$ cat src/rtl/mips_irq_ctl_pkg.sv
// Shared constants for the N-source interrupt controller: register decode
// indices (byte address bits [4:2]), FSM state encoding and the priority
// encoder helper.
package mips_irq_ctl_pkg;

    localparam logic [2:0] IRQ_PEND  = 3'd0;  // 0x00
    localparam logic [2:0] IRQ_MASK  = 3'd1;  // 0x04
    localparam logic [2:0] IRQ_MODE  = 3'd2;  // 0x08
    localparam logic [2:0] IRQ_VBASE = 3'd3;  // 0x0C
    localparam logic [2:0] IRQ_CUR   = 3'd4;  // 0x10
    localparam logic [2:0] IRQ_EOI   = 3'd5;  // 0x14

    typedef enum logic [1:0] {
        IRQ_IDLE = 2'd0,
        IRQ_REQ  = 2'd1,
        IRQ_SVC  = 2'd2
    } irq_state_t;

    // Index of the lowest set bit (lowest index has highest priority).
    // Returns 0 when the vector is empty; callers only use it when nonzero.
    function automatic logic [4:0] first_set(input logic [31:0] v);
        logic [4:0] idx;
        idx = 5'd0;
        for (int i = 31; i >= 0; i--) begin
            if (v[i]) begin
                idx = i[4:0];
            end else begin
                idx = idx;
            end
        end
        return idx;
    endfunction

endpackage

$ cat src/rtl/mips_irq_ctl_sync_edge.sv
// Per-source input conditioning: SYNC_STAGES-deep synchroniser for an
// asynchronous interrupt line plus a rising-edge detector on its output.
module mips_irq_sync_edge #(
    parameter int SYNC_STAGES = 2
) (
    input  logic i_clk,
    input  logic i_rst_n,
    input  logic i_src,
    output logic o_lvl,
    output logic o_rise
);

    logic [SYNC_STAGES-1:0] r_sync;
    logic                   r_prev;

    // Shift the raw line through the synchroniser and remember the last synchronised level.
    always_ff @(posedge i_clk or negedge i_rst_n) begin
        if (!i_rst_n) begin
            r_sync <= '0;
            r_prev <= 1'b0;
        end else begin
            r_sync <= {r_sync[SYNC_STAGES-2:0], i_src};
            r_prev <= r_sync[SYNC_STAGES-1];
        end
    end

    assign o_lvl  = r_sync[SYNC_STAGES-1];
    assign o_rise = r_sync[SYNC_STAGES-1] & ~r_prev;

endmodule

$ cat src/rtl/mips_irq_ctl.sv
// N-source interrupt controller in front of the mips_core irq inputs.
// Maskable sources with edge/level mode, fixed lowest-index priority, a
// programmable vector base and a request/ack/EOI handshake with the core.
module mips_irq_ctl
    import mips_irq_ctl_pkg::*;
#(
    parameter int N_SRC       = 8,
    parameter int SYNC_STAGES = 2,
    parameter int VEC_SHIFT   = 4
) (
    input  logic             clk,
    input  logic             rst,
    input  logic [N_SRC-1:0] src_i,
    input  logic             sel_i,
    input  logic             wr_i,
    input  logic [4:0]       addr_i,
    input  logic [31:0]      din_i,
    output logic [31:0]      dout_o,
    output logic             irq_req_o,
    output logic [31:0]      irq_addr_o,
    input  logic             irq_ack_i
);

    // Bits at or above N_SRC do not exist and always read 0.
    localparam logic [31:0] SRC_MASK = (N_SRC >= 32) ? 32'hFFFF_FFFF
                                                     : ((32'd1 << N_SRC) - 32'd1);

    logic [31:0] r_pend, r_mask, r_mode, r_vbase, r_dout, r_irq_addr;
    logic [4:0]  r_id;
    logic        r_irq_req;
    irq_state_t  r_state;

    logic [31:0] w_lvl, w_rise, w_w1c, w_ack_clr, w_pend_nxt, w_eligible;
    logic [31:0] w_rdata, w_cur, w_vec, w_irq_addr_nxt;
    logic [4:0]  w_first, w_id_nxt;
    logic        w_wr, w_rd, w_eoi, w_irq_req_nxt;
    logic [2:0]  w_reg;
    irq_state_t  w_state_nxt;
    logic        w_unused_addr;

    genvar g;
    generate
        for (g = 0; g < 32; g++) begin : g_src
            if (g < N_SRC) begin : g_on
                mips_irq_sync_edge #(.SYNC_STAGES(SYNC_STAGES)) u_sync (
                    .i_clk   (clk),
                    .i_rst_n (rst),
                    .i_src   (src_i[g]),
                    .o_lvl   (w_lvl[g]),
                    .o_rise  (w_rise[g])
                );
            end else begin : g_off
                assign w_lvl[g]  = 1'b0;
                assign w_rise[g] = 1'b0;
            end
        end
    endgenerate

    assign w_unused_addr = ^addr_i[1:0];
    assign w_wr          = sel_i & wr_i;
    assign w_rd          = sel_i & ~wr_i;
    assign w_reg         = addr_i[4:2];
    assign w_eoi         = w_wr && (w_reg == IRQ_EOI);
    assign w_eligible    = r_pend & r_mask;
    assign w_first       = first_set(w_eligible);
    assign w_vec         = r_vbase + ({27'd0, w_first} << VEC_SHIFT);
    assign w_cur         = {(r_state == IRQ_SVC), 26'd0, r_id};

    // Next pending vector: edge bits set on rise (set beats W1C/ack clear), level bits follow the line.
    always_comb begin
        w_w1c     = 32'd0;
        w_ack_clr = 32'd0;
        if (w_wr && (w_reg == IRQ_PEND)) begin
            w_w1c = din_i & SRC_MASK;
        end else begin
            w_w1c = 32'd0;
        end
        if ((r_state == IRQ_REQ) && irq_ack_i) begin
            w_ack_clr = 32'd1 << r_id;
        end else begin
            w_ack_clr = 32'd0;
        end
        w_pend_nxt = ((r_mode & (w_rise | (r_pend & ~(w_w1c | w_ack_clr))))
                     | (~r_mode & w_lvl)) & SRC_MASK;
    end

    // Register read multiplexer; unused and write-only offsets read as 0.
    always_comb begin
        w_rdata = 32'd0;
        case (w_reg)
            IRQ_PEND:  w_rdata = r_pend;
            IRQ_MASK:  w_rdata = r_mask;
            IRQ_MODE:  w_rdata = r_mode;
            IRQ_VBASE: w_rdata = r_vbase;
            IRQ_CUR:   w_rdata = w_cur;
            default:   w_rdata = 32'd0;
        endcase
    end

    // Software-visible registers and the registered read port.
    always_ff @(posedge clk or negedge rst) begin
        if (!rst) begin
            r_pend  <= 32'd0;
            r_mask  <= 32'd0;
            r_mode  <= 32'd0;
            r_vbase <= 32'd0;
            r_dout  <= 32'd0;
        end else begin
            r_pend <= w_pend_nxt;
            if (w_wr && (w_reg == IRQ_MASK))  r_mask  <= din_i & SRC_MASK;
            if (w_wr && (w_reg == IRQ_MODE))  r_mode  <= din_i & SRC_MASK;
            if (w_wr && (w_reg == IRQ_VBASE)) r_vbase <= din_i;
            if (w_rd)                         r_dout  <= w_rdata;
        end
    end

    // Handshake next-state logic; the vector and id are latched only on IDLE->REQ so they stay stable in REQ.
    always_comb begin
        w_state_nxt    = r_state;
        w_irq_req_nxt  = 1'b0;
        w_irq_addr_nxt = r_irq_addr;
        w_id_nxt       = r_id;
        case (r_state)
            IRQ_IDLE: begin
                if (|w_eligible) begin
                    w_state_nxt    = IRQ_REQ;
                    w_irq_req_nxt  = 1'b1;
                    w_id_nxt       = w_first;
                    w_irq_addr_nxt = w_vec;
                end else begin
                    w_state_nxt    = IRQ_IDLE;
                end
            end
            IRQ_REQ: begin
                if (irq_ack_i) begin
                    w_state_nxt = IRQ_SVC;
                end else if (!w_eligible[r_id]) begin
                    w_state_nxt = IRQ_IDLE;
                end else begin
                    w_state_nxt   = IRQ_REQ;
                    w_irq_req_nxt = 1'b1;
                end
            end
            IRQ_SVC: begin
                if (w_eoi) begin
                    w_state_nxt = IRQ_IDLE;
                end else begin
                    w_state_nxt = IRQ_SVC;
                end
            end
            default: begin
                w_state_nxt = IRQ_IDLE;
            end
        endcase
    end

    // Handshake state and registered request outputs.
    always_ff @(posedge clk or negedge rst) begin
        if (!rst) begin
            r_state    <= IRQ_IDLE;
            r_irq_req  <= 1'b0;
            r_irq_addr <= 32'd0;
            r_id       <= 5'd0;
        end else begin
            r_state    <= w_state_nxt;
            r_irq_req  <= w_irq_req_nxt;
            r_irq_addr <= w_irq_addr_nxt;
            r_id       <= w_id_nxt;
        end
    end

    assign dout_o     = r_dout;
    assign irq_req_o  = r_irq_req;
    assign irq_addr_o = r_irq_addr;

endmodule

$ cat config.mk
export PLATFORM = sky130hd
export DESIGN_NAME = mips_irq_ctl
export DESIGN_NICKNAME = d
export VERILOG_FILES = /design/src/rtl/mips_irq_ctl_pkg.sv /design/src/rtl/mips_irq_ctl_sync_edge.sv /design/src/rtl/mips_irq_ctl.sv
export SDC_FILE = /design/constraint.sdc
export NUM_CORES = 1
export LEC_CHECK = 0
export ABC_AREA = 1
export BUFFER_PORTS_ARGS = -buffer_cell sky130_fd_sc_hd__buf_2
export CAP_MARGIN = 20
export CORE_ASPECT_RATIO = 0.5
export CORE_MARGIN = 5
export CORE_UTILIZATION = 60
export CTS_CLUSTER_DIAMETER = 50
export DETAILED_ROUTE_END_ITERATION = 8
export GPL_ROUTABILITY_DRIVEN = 0
export PLACE_DENSITY = 0.88
export SKIP_CTS_REPAIR_TIMING = 1
export SYNTH_ARGS = -nofsm -noshare
export SYNTH_HDL_FRONTEND = slang
export SYNTH_SLANG_ARGS = --single-unit
$ cat constraint.sdc
create_clock -name clk -period 5.4 [get_ports clk]
set_input_delay 0.81 -clock clk [delete_from_list [all_inputs] [get_ports clk]]
set_output_delay 0.81 -clock clk [all_outputs]
set_load 0.05 [all_outputs]
==> summary by stage <==
STA
For the final database, setup skew stands at 0.00653 ns. The count of endpoints failing hold in the final timing report is 0. The actual slew at the worst max-slew pin is between 0.8 and 0.9 ns.

The final cycle utilization of the critical path is 0.512. Measured against its own limit, the worst slew margin works out to 0.424. The final count of pins violating max slew is 0.

Setup repair after global routing left no endpoint under its margin. The final critical-path required period is between 2 and 3 ns. Setup violations remaining at the end of the flow were counted as 0. Adding up every negative setup slack in the final design gives 0 ns. The achievable frequency is between 300 and 400 MHz.

CTS
No sink is reached through more buffers than the 2 on the longest clock path. The number of clock sinks is 150. The cell at the root of the clock tree is clkbuf_16. Buffers inserted during clock tree synthesis total 17.

For the worst-skew pair, the clock arrives at the later sink with an insertion delay of ~0.43 ns. After clock tree synthesis, the clock-pin slew on the worst setup and hold paths is ~0.060 ns. TritonCTS built the clock tree.

The number of H-tree branching levels is 4.

GRT
The number of global-route vias before repair was about 6000. Entering global routing, the biggest net connects just under 100 pins. For this run the aggregate overflow at the end of global routing stands at 0. The number of antenna violations at the first check in global routing is 0. The first global-routing pass estimated about 29000 um of wire.

The overall routing resource usage is 0.262.

Setup path
Data arrives at the worst endpoint at around 3.1 ns. For the worst setup path, the data required time is ~5.8 ns. The peak per-stage delay on the critical path is ~0.40 ns.

Traced cell by cell, the critical path runs through nand2_1 -> nand3_1 -> nand2_1 -> nand2_1 -> nand2_1 -> nand2_1 -> a21boi_0 -> ha_1 -> inv_1 -> fa_1 -> inv_1 -> nand2_1 -> nand2_1 -> nand2_1 -> nor2_4 -> xor2_1 -> nand2_1 -> nand2_1. The depth of the worst register-to-register path is 18. The startpoint of the most critical register-to-register path is r_pend[6]. STA classifies the critical path startpoint as a flop. The kind of critical path is flop to flop. The maximum net fanout on the critical path is 9. Counting stages on the worst path, the most repeated cell is nand2_1. The register-to-register setup slack is between 2 and 3 ns. The worst register-to-register path ends at irq_addr_o[16]. STA classifies the critical path endpoint as a flop. The critical path starts at r_pend[6]. The most critical setup path has its endpoint at irq_addr_o[16]. Among all stages on the critical path, the largest delay is contributed by dfrtp_1.

Power and ir drop
The leakage component of the power is between 4 and 5 nW. The design draws 4.12 mW. For this design the ratio of total power to cell area is between 500 and 600 nW/um2. IR analysis of the VDD net gives a maximum drop of roughly 0.00027 V.

Cells and area
The sequential cells in the finished layout cover a total of roughly 3800 um2. Summing all multi-input logic gate instances after layout gives 2690 um2. The library cell used most frequently in the layout, excluding fill and tap cells, is nand2_1. Of the cells placed in the final design, the portion with a size suffix greater than 1 is 0.200.

Counting the fill cells in the layout gives 785. The total non-filler cell area in the finished layout is about 8000 um2. In the layout the commonest cells are nand2_1 (307), dfrtp_1 (150), buf_2 (111). The number of antenna diodes is 0. From synthesis to final layout, the design area changed by 17.5%. The number of nets in the final layout is roughly 960.

Floorplan
The die is ~160 um wide. The total number of placement rows is 27. The starting density of the core is 0.619. The placeable core region is 11000 um2. The die covers 13800 um2. The number of primary I/O pins is 115. The vertical die dimension is roughly 85 um.

Route
The residual antenna-violating net count after detailed routing is 0. Wires add up to between 15000 and 20000 um. The number of vias after detailed routing is ~5900. Using the TritonRoute via totals, the vias-per-cell ratio works out to ~5.5. The routed length per placed instance is 16.0 um. The count of routing violations after the opening detailed-route iteration is 620. The first-pass iteration count of the detailed router is 5. The post-route DRC violation count is 0.

Synth
Synthesis produced a netlist with a net count of 855. The Yosys step of the flow raised 0 warnings. Summing every instance area after synthesis gives approximately 6800 um2. A synthesized cell averages between 8 and 9 um2. The sequential area share after synthesis is 0.549. The largest total area in the synthesized netlist belongs to dfrtp_1.

By area the synthesized netlist is led by dfrtp_1 (55%), nand2_1 (17%), o21ai_0 (3.5%), nor2_1 (3.5%), inv_1 (3.2%). Counting distinct cell types in the post-synthesis netlist gives 38. The synthesized instance count is between 800 and 900. The area share of the leading cell type in the synthesized netlist is 0.549. After synthesis the netlist holds a flip-flop and latch count of 150.

Run status
The flow ran to the end, and the final reports show no timing, DRC or antenna violations.

Placed design
The count of buffers added on input and output ports is 112. The area of placed instances is between 7000 and 8000 um2. The post-DP HPWL is roughly 12000 um.

Hold path
The path class of the tightest hold or removal check is flop to flop.

Job
Across the run, the number of max-cap violations was 0.
## final cells by class
type	instances	area share
flip-flops and latches	150	0.468
multi-input cells	564	0.335
clock inverters	11	0.0157
well taps	145	0.0226
inverters	61	0.0291
clock buffers	20	0.0569
repair buffers	115	0.0734
## per-stage QoR
step | worst slack, ns | hold slack, ns | cells | utilization
global route | 2.35 | 0.354 | 1066 | 0.727
finish | 2.64 | 0.347 | 1066 | 0.727
global placement | 2.64 | 0.332 | 1035 | 0.674
CTS | 2.64 | 0.350 | 1066 | 0.727
detailed placement | 2.61 | 0.336 | 1035 | 0.674
floorplan | 3.08 | 0.331 | 801 | -
## cell families (layout without fill, tap and decap cells)
group,after synthesis,in the layout,synth area share
buffers and inverters,87,207,0.0577
muxes,11,11,0.0220
and+or+nand+nor,435,435,0.260
DFF,150,150,0.549
AOI/OAI and AO/OA,106,106,0.0928
xor gates and xnor gates,8,8,0.0103
adders and majority gates,4,4,0.00842
## power breakdown
part | switching [mW] | leakage [nW] | internal, mW
clock | 0.458 | 0.274 | 0.702
combinational | 1.02 | 2.04 | 0.352
sequential | 0.210 | 1.85 | 1.37
## cell usage after synthesis (all sizes together)
cell type / n
nand2: 311
dfrtp: 150
nor2: 72
o21ai: 63
inv: 60
nand3: 36
buf: 19
a21oi: 17
o31ai: 16
mux2: 11
clkbuf: 7
nand4: 7
xor2: 5
nand3b: 4
nor3: 4
ha: 3
o211ai: 3
xnor2: 3
o2111ai: 2
o22ai: 2
a21boi: 1
a22oi: 1
a31o: 1
and2: 1
clkinv: 1
fa: 1
## flip-flops by register name (all words and copies together) (netlist names)
signal                    flops
dout_o                       32
r_vbase                      32
g_src.g_on.u_sync.r_prev      8
r_pend                        8
r_id                          3
r_mask                        8
irq_req_o                     1
irq_addr_o                   32
r_mode                        8
r_state                       2
g_src.g_on.u_sync.r_sync     16
## worst max-delay path, delay by kind of cell, from the launching register on
kind	cells	cell delay [ns]
compound gates	1	0.18
xor+xnor	1	0.21
fa+ha+maj	2	0.60
buf+inv	2	0.15
flops	1	0.40
simple gates	12	1.15
## per-layer routing
metal  share of wire  track usage  routed length (um)  up-vias
met5               0            0                   0        -
met4           0.032        0.126                 555        0
met3           0.072       0.0582                1240       55
met2            0.49        0.451                8360      278
met1            0.41        0.317                6930     2799
li1                -            -                   -     2777
## how the worst min path moves through the flow
| stage | from | end | slack, ns | depth (start not counted) |
|---|---|---|---|---|
| floorplan | g_src[0].g_on.u_sync.r_sync[0] | g_src[0].g_on.u_sync.r_sync[1] | 0.33 | 0 |
| global placement | g_src[3].g_on.u_sync.r_sync[0] | g_src[3].g_on.u_sync.r_sync[1] | 0.33 | 0 |
| detailed placement | g_src[1].g_on.u_sync.r_sync[0] | g_src[1].g_on.u_sync.r_sync[1] | 0.34 | 0 |
| CTS | g_src[1].g_on.u_sync.r_sync[0] | g_src[1].g_on.u_sync.r_sync[1] | 0.35 | 0 |
| global route | g_src[1].g_on.u_sync.r_sync[0] | g_src[1].g_on.u_sync.r_sync[1] | 0.35 | 0 |
| finish | g_src[1].g_on.u_sync.r_sync[0] | g_src[1].g_on.u_sync.r_sync[1] | 0.35 | 0 |
(Power assumes the default switching activity.)
